==> config.mk <==
export PLATFORM = sky130hd
export DESIGN_NAME = l1_mem_arbiter
export DESIGN_NICKNAME = d
export VERILOG_FILES = /design/src/rtl/l1_mem_arb_pkg.sv /design/src/rtl/l1_mem_arbiter_rr_pick2.sv /design/src/rtl/l1_mem_arbiter.sv
export SDC_FILE = /design/constraint.sdc
export NUM_CORES = 1
export LEC_CHECK = 0
export BUFFER_PORTS_ARGS = -buffer_cell sky130_fd_sc_hd__clkbuf_2
export CORE_MARGIN = 1.5
export CORE_UTILIZATION = 25
export CTS_CLUSTER_DIAMETER = 100
export DETAILED_ROUTE_END_ITERATION = 10
export PLACE_DENSITY_LB_ADDON = 0.05
export SLEW_MARGIN = 5
export SYNTH_ARGS = -nofsm -noshare
export SYNTH_HDL_FRONTEND = slang
export SYNTH_SLANG_ARGS = --single-unit
==> constraint.sdc <==
create_clock -name clk -period 3.08 [get_ports clk]
set_input_delay 0.154 -clock clk [delete_from_list [all_inputs] [get_ports clk]]
set_output_delay 0.154 -clock clk [all_outputs]
set_load 0.05 [all_outputs]
==> src/rtl/l1_mem_arb_pkg.sv <==
// Shared types and constants for the L1 memory-port arbiter.
package l1_mem_arb_pkg;

  typedef enum logic [1:0] {
    IDLE  = 2'd0,
    BURST = 2'd1,
    DONE  = 2'd2
  } state_t;

  localparam logic OWNER_I = 1'b0;
  localparam logic OWNER_D = 1'b1;

  localparam int DEFAULT_LINE_WORDS = 4;

  // Width of the word-within-line counter.
  function automatic int word_off_w(input int line_words);
    return (line_words > 1) ? $clog2(line_words) : 1;
  endfunction

endpackage

==> src/rtl/l1_mem_arbiter_rr_pick2.sv <==
// Two-way round-robin selector: picks I or D, favouring the one not served last.
module rr_pick2
  import l1_mem_arb_pkg::*;
(
  input  logic valid_i,
  input  logic valid_d,
  input  logic last_owner,
  output logic grant,
  output logic owner
);

  always_comb begin
    grant = valid_i | valid_d;
    if (valid_i && valid_d) begin
      owner = ~last_owner;
    end else if (valid_d) begin
      owner = OWNER_D;
    end else begin
      owner = OWNER_I;
    end
  end

endmodule

==> src/rtl/l1_mem_arbiter.sv <==
// Shares one word-wide memory port between I-cache and D-cache line transfers.
// Optional performance counters are built when L1_MEM_ARB_PERF_EN is defined.
module l1_mem_arbiter
  import l1_mem_arb_pkg::*;
#(
  parameter int LINE_WORDS = DEFAULT_LINE_WORDS,
  parameter int ADDR_W     = 32
) (
  input  logic                    clk,
  input  logic                    rst,
  input  logic                    i_valid,
  input  logic [ADDR_W-1:0]       i_addr,
  output logic                    i_done,
  input  logic                    d_valid,
  input  logic                    d_we,
  input  logic [ADDR_W-1:0]       d_addr,
  input  logic [32*LINE_WORDS-1:0] d_wdata,
  output logic                    d_done,
  output logic [32*LINE_WORDS-1:0] line_rdata,
  output logic                    mem_cs,
  output logic                    mem_we,
  output logic [ADDR_W-1:0]       mem_addr,
  output logic [31:0]             mem_wdata,
  input  logic [31:0]             mem_rdata,
  input  logic                    mem_ack,
  output logic                    busy,
`ifdef L1_MEM_ARB_PERF_EN
  output logic [31:0]             perf_i_grants,
  output logic [31:0]             perf_d_grants,
  output logic [31:0]             perf_conflicts,
`endif
  output logic                    owner
);

  localparam int CNT_W = word_off_w(LINE_WORDS);
  localparam logic [ADDR_W-1:0] LINE_MASK = ~ADDR_W'(4 * LINE_WORDS - 1);
  localparam logic [CNT_W-1:0] CNT_LAST = CNT_W'(LINE_WORDS - 1);

  state_t                   state_reg;
  logic [CNT_W-1:0]         cnt_reg;
  logic [CNT_W-1:0]         cnt_next;
  logic                     last_owner_reg;
  logic [32*LINE_WORDS-1:0] wline_reg;
  logic [31:0]              wword [LINE_WORDS];

  logic                     pick_grant;
  logic                     pick_owner;
  logic                     grant_we;
  logic [ADDR_W-1:0]        grant_addr;

  rr_pick2 u_pick (
    .valid_i    (i_valid),
    .valid_d    (d_valid),
    .last_owner (last_owner_reg),
    .grant      (pick_grant),
    .owner      (pick_owner)
  );

  assign grant_addr = ((pick_owner == OWNER_D) ? d_addr : i_addr) & LINE_MASK;
  assign grant_we   = (pick_owner == OWNER_D) & d_we;
  assign cnt_next   = cnt_reg + CNT_W'(1);

  for (genvar gi = 0; gi < LINE_WORDS; gi++) begin : g_wword
    assign wword[gi] = wline_reg[32*gi +: 32];
  end

  always_ff @(posedge clk) begin
    if (rst) begin
      state_reg      <= IDLE;
      cnt_reg        <= '0;
      last_owner_reg <= OWNER_I;
      wline_reg      <= '0;
      line_rdata     <= '0;
      owner          <= OWNER_I;
      busy           <= 1'b0;
      i_done         <= 1'b0;
      d_done         <= 1'b0;
      mem_cs         <= 1'b0;
      mem_we         <= 1'b0;
      mem_addr       <= '0;
      mem_wdata      <= '0;
    end else begin
      i_done <= 1'b0;
      d_done <= 1'b0;
      case (state_reg)
        IDLE: begin
          if (pick_grant) begin
            state_reg <= BURST;
            cnt_reg   <= '0;
            owner     <= pick_owner;
            busy      <= 1'b1;
            mem_cs    <= 1'b1;
            mem_we    <= grant_we;
            mem_addr  <= grant_addr;
            // The write line is captured once so later d_wdata changes cannot leak in.
            wline_reg <= (pick_owner == OWNER_D) ? d_wdata : '0;
            mem_wdata <= (pick_owner == OWNER_D) ? d_wdata[31:0] : '0;
          end
        end
        BURST: begin
          if (mem_ack) begin
            if (!mem_we) begin
              line_rdata[32*int'(cnt_reg) +: 32] <= mem_rdata;
            end
            if (cnt_reg == CNT_LAST) begin
              state_reg <= DONE;
              mem_cs    <= 1'b0;
              mem_we    <= 1'b0;
              i_done    <= (owner == OWNER_I);
              d_done    <= (owner == OWNER_D);
            end else begin
              cnt_reg   <= cnt_next;
              mem_addr  <= mem_addr + ADDR_W'(4);
              mem_wdata <= wword[cnt_next];
            end
          end
        end
        DONE: begin
          state_reg      <= IDLE;
          busy           <= 1'b0;
          last_owner_reg <= owner;
        end
        default: state_reg <= IDLE;
      endcase
    end
  end

`ifdef L1_MEM_ARB_PERF_EN
  always_ff @(posedge clk) begin
    if (rst) begin
      perf_i_grants  <= '0;
      perf_d_grants  <= '0;
      perf_conflicts <= '0;
    end else if (state_reg == IDLE) begin
      if (i_valid && d_valid) begin
        perf_conflicts <= perf_conflicts + 32'd1;
      end
      if (pick_grant && (pick_owner == OWNER_I)) begin
        perf_i_grants <= perf_i_grants + 32'd1;
      end
      if (pick_grant && (pick_owner == OWNER_D)) begin
        perf_d_grants <= perf_d_grants + 32'd1;
      end
    end
  end
`endif

endmodule

==> impl_metrics.json, run 1 <==
{
  "core_sq_um": 55000,
  "avgSynthCellArea_sq_um": 8.34,
  "clk_path_buf_depth": 3,
  "synth_edf_count": 0,
  "synthCells": 1665,
  "route.met2.wl_mm": 26.2,
  "ys_warn_count": 0,
  "vias_per_cell": 4.80,
  "crit_path_end_kind": "register",
  "pwr-share-clk_pct": 43.9,
  "ys_seq_area_share_pct": 47.4,
  "cts-htree-levels": 2,
  "maxCapViolCount": 0,
  "synthArstFlopShare_pct": 0,
  "synth-seq-cells": 329,
  "ir_worst_vdd_mv": 0.321,
  "cts.sinks": 329,
  "synth-simple-area-share_pct": 21.0,
  "design_area_sq_um": 19800,
  "rsz0062_at_grt": "false",
  "cts_tree": "built",
  "routed_wl_mm": 56.8,
  "portBuffers": 417,
  "start_kind": "register",
  "worst_pin_slew_ps": 912,
  "setup_tns_ps": 0,
  "yosys.area_share.xor_xnor_pct": 0.126,
  "worstSetupPathType": "reg -> reg",
  "wl_per_cell_um": 19.1,
  "synth_top_flop_cell": "dfxtp_1",
  "grt_pass1_vias": 13864,
  "placementRows": 86,
  "pwr-share-seq_pct": 40.1,
  "grt_pass1_wl_mm": 85.4,
  "synth.area.mux_share_pct": 5.86,
  "p_sw_share_pct": 29.0,
  "fillCellCount": 5829,
  "cts_made_buffers": 42,
  "drc_errors": 0,
  "wl_met3_mm": 3.27,
  "syn_to_final_growth_pct": 42.3,
  "slowest_delay_ps": 560,
  "vias": 14248,
  "setup_viol": 0,
  "die_h_um": 239,
  "gp_congestion": 0.788,
  "yosys.area.top_type_share_pct": 47.4,
  "p_switching_uw": 3330,
  "dp_hpwl_mm": 36.8,
  "drt-met1-wl_mm": 26.1,
  "syn-cell-area_sq_um": 13900,
  "place_area_sq_um": 16700,
  "die_area_sq_um": 57000,
  "p_per_area_nw_per_um2": 581,
  "die_x_um": 239,
  "leakage_uw": 0.00797,
  "hold_path_class": "in -> reg",
  "post_route_cells_drive_above_1_share_pct": 26.1,
  "grt_max_degree": 118,
  "clk-insertion-delay-late_ps": 570,
  "worstPathMaxFanout": 12,
  "critPathSlowestCell": "dlygate4sd3_1",
  "synthAdderAreaFrac_pct": 0.631,
  "gr-usage-all-layers_pct": 19.4,
  "top_layer": "met5",
  "fin_skew_ps": 22.1,
  "ant_nets": 0,
  "antenna_found_initial": 7,
  "pin_count": 428,
  "critPathRequiredTime_ps": 3560,
  "p_int_uw": 8160,
  "synth_most_common_cell": "dfxtp_1",
  "synth_area_leader_cell": "dfxtp_1",
  "synth_compound_area_share_pct": 19.6,
  "cts_root_buf": "clkbuf_16",
  "synth_area_leaders": "dfxtp_1 47%, a21oi_1 7.5%, nand2_1 6.2%",
  "status": "complete, no violations",
  "netlist-cell-type-count": 54,
  "clkTransAtPathRegs_ps": 60,
  "grt_overflow": 0,
  "crit_chain": "or2_1 > nor2_1 > buf_4 > a311oi_1 > a311o_1 > dlygate4sd3_1 > nor3_1",
  "final_nets": 2421,
  "fmax_mhz": 396,
  "first_pass_iters": 5,
  "drv_slew": 0,
  "synth_top_family_by_area": "simple AND/OR/NAND/NOR gates",
  "ctsResizeCount": 0,
  "postCtsSetupBuffers": 0,
  "fin_crit_ps": 2530,
  "finalCritPeriodShare_pct": 82.0,
  "initial_utilization_pct": 25.3,
  "combPwrFrac_pct": 16.0,
  "slew_headroom_pct": 39.1,
  "drtIter0Drc": 867,
  "cp_data_arrival_time_ps": 3000,
  "synth_common_cells": "329 x dfxtp_1, 229 x nand2_1, 218 x nor2_1, 207 x a21oi_1, 152 x nand3_1",
  "hold_violations": 0
}
==> metrics by stage <==
step | power [uW] | cells | setup slack (ps) | hold WS, ps | utilization (%)
floorplan | 5740 | 1666 | 655 | 301 | -
global placement | 6360 | 2718 | 578 | 389 | 30.3
detailed placement | 6370 | 2718 | 583 | 396 | 30.3
CTS | 11700 | 2962 | 564 | 13.0 | 35.9
global route | 12000 | 2965 | 346 | 40.4 | 35.9
finish | 11500 | 2966 | 554 | 18.6 | 35.9
==> what timing repair did <==
action                                  CTS  global route
endpoints found under the hold margin   294             0
endpoints found under the setup margin    0             0
hold buffers                            170             0
==> path summary, 6_finish.rpt <==
check / depth (start not counted) / to / start / slack, ps
hold / removal: 5 / mem_addr[29] / i_addr[29] / 20
hold reg to reg: 2 / line_rdata[78] / line_rdata[78] / 450
setup reg to reg: 7 / mem_addr[31] / state_reg[1] / 550
setup / recovery: 7 / mem_addr[31] / state_reg[1] / 550
==> final cells by class <==
type	instances	area (sq um)	share of cell area [%]
multi-input combinational	1178	6630	33.5
sequential	329	6590	33.3
timing repair buffer	628	4180	21.2
clock buffer	63	1250	6.33
tap	748	936	4.74
clock inverter	11	149	0.753
inverter	5	18.8	0.0950
antenna	4	10.0	0.0506
==> routing by layer <==
metal	vias up	global-route usage [%]
met3	71	4.45
met4	8	4.78
met5	-	0
met1	6865	26.0
li1	6935	-
met2	369	31.4
==> critical path: cells and delay by family, from the launching register on <==
family	cells	cell delay, ps
AOI/OAI and AO/OA	2	410
buffers and inverters	2	870
DFF	1	320
and+or+nand+nor	3	860
==> layout by cell type (no fill, tap or decap), types with 4 or more instances in the layout <==
master	count
a21oi_1	206
a22oi_1	101
a31oi_1	8
a32o_1	4
and2_1	9
and3_1	7
and4_1	5
buf_12	6
buf_4	35
clkbuf_1	10
clkbuf_16	43
clkbuf_2	416
clkbuf_8	10
clkinv_2	6
dfxtp_1	326
diode_2	4
dlygate4sd3_1	170
ha_1	6
inv_1	5
mux2i_1	6
mux4_2	32
nand2_1	228
nand3_1	152
nand4_1	10
nor2_1	218
nor3_1	11
o211ai_1	35
o21ai_0	88
or4_1	5
==> power by group through the flow <==
| stage | combinational [uW] | sequential (uW) | clock (uW) |
|---|---|---|---|
| 6_report | 1840 | 4600 | 5040 |
| 5_1_grt | 2000 | 4630 | 5380 |
| 4_1_cts | 1860 | 4600 | 5210 |
| 3_5_place_dp | 1670 | 4690 | 0 |
| 3_3_place_gp | 1670 | 4690 | 0 |
| 2_1_floorplan | 731 | 5010 | 0 |
==> kinds of logic after synthesis <==
group | Yosys count
compound gates | 459
xor+xnor | 2
fa+ha+maj | 7
buf+inv | 159
flops | 329
mux | 41
other cells | 1
simple gates | 667
No activity file was read; power rests on OpenSTA's default activity.
==> run 2, diff against run 1 <==
==> constraint.sdc (replaced) <==
create_clock -name clk -period 2.37 [get_ports clk]
set_input_delay 0.1185 -clock clk [delete_from_list [all_inputs] [get_ports clk]]
set_output_delay 0.1185 -clock clk [all_outputs]
set_load 0.05 [all_outputs]
==> run 2 against run 1 <==
Net effect: maximum frequency rose by 17%; largest power group unchanged; die area did not move; combinational power rose by 35%; register-to-register slack got worse by 340 ps; clock power rose by 20%; critical path depth rose by 1; flip-flop and latch count did not move; power rose by 27%; design area rose by 2.1%; global-route usage fell by 0.070 points; non-clock buffer count rose by 44.
==> impl_metrics.json, run 2 (synthesis results as in run 1) <==
{
  "cp_data_arrival_time_ps": 2590,
  "vias_per_cell": 4.83,
  "final_common_cell": "clkbuf_2",
  "vias": 14516,
  "design_area_sq_um": 20200,
  "maxCapViolCount": 0,
  "die_area_sq_um": 57000,
  "cts-htree-levels": 2,
  "cts.sinks": 329,
  "p_switching_uw": 4210,
  "leakage_uw": 0.00818,
  "drtIter0Drc": 834,
  "grt_pass1_wl_mm": 85.5,
  "p_sw_share_pct": 29.0,
  "setup_tns_ps": 0,
  "multi_input_area_sq_um": 6650,
  "fillCellCount": 5739,
  "worstPathMaxFanout": 10,
  "placementRows": 86,
  "clk_path_buf_depth": 3,
  "p_per_area_nw_per_um2": 720,
  "hold_violations": 0,
  "core_sq_um": 55000,
  "grt_max_degree": 123,
  "combPwrFrac_pct": 17.1,
  "fmax_mhz": 464,
  "worst_pin_slew_ps": 664,
  "clk-insertion-delay-late_ps": 550,
  "status": "complete, no violations",
  "gp_congestion": 0.784,
  "drv_slew": 0,
  "place_area_sq_um": 16900,
  "dp_hpwl_mm": 37.4,
  "antenna_found_initial": 4,
  "finalCritPeriodShare_pct": 91.0,
  "setup_viol": 0,
  "fin_crit_ps": 2160,
  "ant_nets": 0,
  "portBuffers": 417,
  "drc_errors": 0,
  "pwr-share-seq_pct": 41.2,
  "final_cell_mix": "416 x clkbuf_2, 326 x dfxtp_1, 228 x nand2_1, 217 x nor2_1, 206 x a21oi_1",
  "die_x_um": 239,
  "routed_wl_mm": 56.8,
  "die_h_um": 239,
  "hold_path_class": "in -> reg",
  "rsz0062_at_grt": "false",
  "pin_count": 428,
  "gr-usage-all-layers_pct": 19.3,
  "cts_tree": "built",
  "wl_per_cell_um": 18.9,
  "cts_made_buffers": 43,
  "cts_root_buf": "clkbuf_16",
  "start_kind": "register",
  "utilization_pct": 36.7,
  "crit_path_end_kind": "register",
  "fin_skew_ps": 12.1,
  "critPathRequiredTime_ps": 2800,
  "p_int_uw": 10300,
  "final_nets": 2466,
  "syn_to_final_growth_pct": 45.3,
  "pwr-share-clk_pct": 41.7,
  "post_route_cells_drive_above_1_share_pct": 26.2,
  "first_pass_iters": 5,
  "grt_overflow": 0,
  "ir_worst_vdd_mv": 0.442,
  "slew_headroom_pct": 55.7,
  "seq_area_sq_um": 6590,
  "worstSetupPathType": "reg -> reg",
  "grt_pass1_vias": 13991,
  "initial_utilization_pct": 25.3,
  "clkTransAtPathRegs_ps": 50
}
[run 2: cell types whose count changed in the layout (fill, tap and decap cells not counted), moves of 3 or more]
cell           change
dlygate4sd3_1     +22
buf_12            +11
clkbuf_1           +6
bufinv_16          -3
buf_4             +11
clkinv_2           -3
[run 2: area by class of cell]
cell class / instances / share of cell area, %
antenna: 3 / 0.0372
clock inverter: 4 / 0.118
inverter: 5 / 0.0930
tap: 748 / 4.64
timing repair buffer: 672 / 23.3
multi-input combinational: 1178 / 32.9
sequential: 329 / 32.7
clock buffer: 68 / 6.24
[run 2: per-layer routing]
metal | track usage [%] | vias up | wire (um)
li1 | - | 7012 | -
met1 | 25.9 | 7053 | 25800
met2 | 32.0 | 385 | 27000
met3 | 3.76 | 62 | 3050
met4 | 4.30 | 4 | 880
met5 | 0 | - | 23
[run 2: worst max-delay path, stage by stage, from the launching register on]
cell           delay, ps
dfxtp_2              390
or2_1                340
nor2_2               160
buf_4                180
buf_4                160
a31oi_1               90
dlygate4sd3_1        590
o21ai_0               80
a21oi_1               50
[run 2: metrics by stage]
step	hold WS [ps]	setup WS (ps)	cells	total power, uW
finish	33.3	213	3007	14500
global route	58.0	27.4	3007	15200
CTS	6.05	46.5	3001	14800
detailed placement	361	274	2737	8340
global placement	355	278	2737	8330
floorplan	266	43.3	1666	7460
[run 2: power by group through the flow]
stage	logic [uW]	clock network, uW	registers (uW)
floorplan	951	0	6500
global placement	2230	0	6100
detailed placement	2240	0	6100
CTS	2510	6290	5980
global route	2700	6530	6010
finish	2490	6060	5980
[run 2: worst paths after layout]
kind                                     start              to  slack (ps)  cells past startpoint
worst min-delay path                d_addr[19]    mem_addr[19]          30                      5
worst min register to register  line_rdata[43]  line_rdata[43]         450                      2
worst max register to register    state_reg[1]    mem_addr[30]         210                      8
worst max-delay path              state_reg[1]    mem_addr[30]         210                      8
[run 2: what timing repair did]
| action | CTS | global route |
|---|---|---|
| gates resized for setup | 0 | 3 |
| hold buffers | 192 | 0 |
| endpoints found under the setup margin | 0 | 12 |
| setup buffers | 0 | 3 |
| hold endpoints to repair | 306 | 0 |
==> run 3, diff against run 2 <==
--- a/config.mk
+++ b/config.mk
@@ -7,7 +7,7 @@
 export LEC_CHECK = 0
 export BUFFER_PORTS_ARGS = -buffer_cell sky130_fd_sc_hd__clkbuf_2
 export CORE_MARGIN = 1.5
-export CORE_UTILIZATION = 25
+export CORE_UTILIZATION = 30
 export CTS_CLUSTER_DIAMETER = 100
 export DETAILED_ROUTE_END_ITERATION = 10
 export PLACE_DENSITY_LB_ADDON = 0.05
==> run 3 against run 2 <==
Net effect: clock skew rose by 0.66 ps; global-route usage rose by 2.3 points; cell count fell by 5.9%; flip-flop and latch count did not move; via count fell by 1.0%; design area fell by 2.4%; routed wire length fell by 6.5%; core utilization rose by 6.5 points; sequential power barely moved; maximum frequency barely moved; register-to-register slack barely moved; critical path type unchanged; largest cell class unchanged; largest power group is now registers.
==> impl_metrics.json, run 3 (synthesis results as in run 1) <==
{
  "worstPathMaxFanout": 19,
  "worstSetupPathType": "reg -> reg",
  "r2r-end": "mem_addr[4]",
  "drc_errors": 0,
  "postCtsSetupBuffers": 0,
  "fin_crit_ps": 2160,
  "design_area_sq_um": 19700,
  "grt_max_degree": 124,
  "drv_slew": 0,
  "dp_hpwl_mm": 33.9,
  "cts-htree-levels": 2,
  "crit_path_end_kind": "register",
  "start_kind": "register",
  "vias": 14369,
  "cts_root_buf": "clkbuf_16",
  "pwr-share-clk_pct": 41.4,
  "instances_no_fill": 2829,
  "r2r_slack_ps": 210,
  "worstHoldStart": "d_addr[15]",
  "rsz0062_at_grt": "false",
  "final_common_cell": "clkbuf_2",
  "worstHoldEndpoint": "mem_addr[15]",
  "maxCapViolCount": 0,
  "die_x_um": 218,
  "grt_pass1_vias": 13994,
  "dpl.cell_count": 2576,
  "p_switching_uw": 4130,
  "worstHoldPathCells": 5,
  "drtIter0Drc": 978,
  "clkTransAtPathRegs_ps": 60,
  "grt_overflow": 0,
  "core_sq_um": 45600,
  "gr-usage-all-layers_pct": 21.6,
  "die_area_sq_um": 47600,
  "combPwrFrac_pct": 16.8,
  "clk_path_buf_depth": 3,
  "grt_pass1_wl_mm": 81.1,
  "setup_tns_ps": 0,
  "first_pass_iters": 5,
  "portBuffers": 417,
  "pwr-share-seq_pct": 41.8,
  "hold_path_class": "in -> reg",
  "pin_count": 428,
  "place_area_sq_um": 16600,
  "critPathRequiredTime_ps": 2800,
  "leakage_uw": 0.00802,
  "reg2reg_depth": 6,
  "slew_headroom_pct": 51.0,
  "clk-insertion-delay-late_ps": 550,
  "worstSetupStartpoint": "last_owner_reg",
  "ir_worst_vdd_mv": 0.456,
  "r2r_start": "last_owner_reg",
  "p_per_area_nw_per_um2": 726,
  "post_route_cells_drive_above_1_share_pct": 25.9,
  "cts_made_buffers": 40,
  "gp_congestion": 0.788,
  "hold_violations": 0,
  "fin_ws_ps": 213,
  "placementRows": 78,
  "ant_nets": 0,
  "antenna_found_initial": 0,
  "cp_data_arrival_time_ps": 2590,
  "vias_per_cell": 5.08,
  "fin_skew_ps": 12.7,
  "pre_cts_slack_ps": 302,
  "die_h_um": 218,
  "worst_pin_slew_ps": 735,
  "finalCritPeriodShare_pct": 91.0,
  "final_nets": 2438,
  "syn_to_final_growth_pct": 41.9,
  "antenna_cells": 0,
  "fmax_mhz": 464,
  "p_int_uw": 10200,
  "cts_tree": "built",
  "p_sw_share_pct": 28.8,
  "status": "complete, no violations",
  "setup_viol": 0,
  "initial_utilization_pct": 30.5,
  "routed_wl_mm": 53.1,
  "final_cell_mix": "416 x clkbuf_2, 326 x dfxtp_1, 228 x nand2_1, 217 x nor2_1, 206 x a21oi_1",
  "cts.sinks": 329,
  "wl_per_cell_um": 18.8
}
run 3: worst max-delay path by stage:
stage,end,cells past startpoint
after floorplan,mem_wdata[10],10
after global placement,mem_wdata[9],8
after detailed placement,mem_wdata[7],8
after CTS,mem_addr[4],6
after global routing,mem_addr[29],8
final,mem_addr[4],6
run 3: power groups by stage:
stage / clock network [uW] / registers [uW] / logic [uW]
after floorplan: 0 / 6500 / 951
after global placement: 0 / 6100 / 2150
after detailed placement: 0 / 6100 / 2160
after CTS: 6110 / 5980 / 2420
after global routing: 6360 / 6020 / 2610
final: 5930 / 5990 / 2400
run 3: worst max-delay path, stage by stage (launching register included):
cell and delay, ps:
dfxtp_1 410, a21bo_4 330, buf_4 250, mux2i_1 200, dlygate4sd3_1 560, o21ai_0 70, a32o_1 210
run 3: cell type report:
class | count | area, sq um
fillers | 4636 | 25900
multi-input cells | 1178 | 6650
flip-flops and latches | 329 | 6590
repair buffers | 647 | 4440
clock buffers | 63 | 1220
well taps | 600 | 751
clock inverters | 7 | 42.5
inverters | 5 | 18.8
run 3: routing by layer:
| layer | GRT usage (%) | part of all wire [%] | vias up |
|---|---|---|---|
| met5 | 0 | 0 | - |
| met4 | 6.48 | 2.1 | 0 |
| met3 | 3.90 | 5.6 | 71 |
| met2 | 35.7 | 47 | 428 |
| met1 | 28.7 | 45 | 6905 |
| li1 | - | - | 6965 |
run 3: through the flow:
step	hold slack [ps]	power [uW]	util, %
floorplan	266	7460	-
global placement	354	8250	36.4
detailed placement	362	8270	36.4
CTS	1.31	14500	43.2
global route	37.0	15000	43.2
finish	20.5	14300	43.2
run 3: what timing repair did:
| item | CTS | global route |
|---|---|---|
| endpoints found under the hold margin | 320 | 0 |
| gates resized for setup | 0 | 2 |
| setup endpoints to repair | 0 | 6 |
| hold buffers | 183 | 0 |
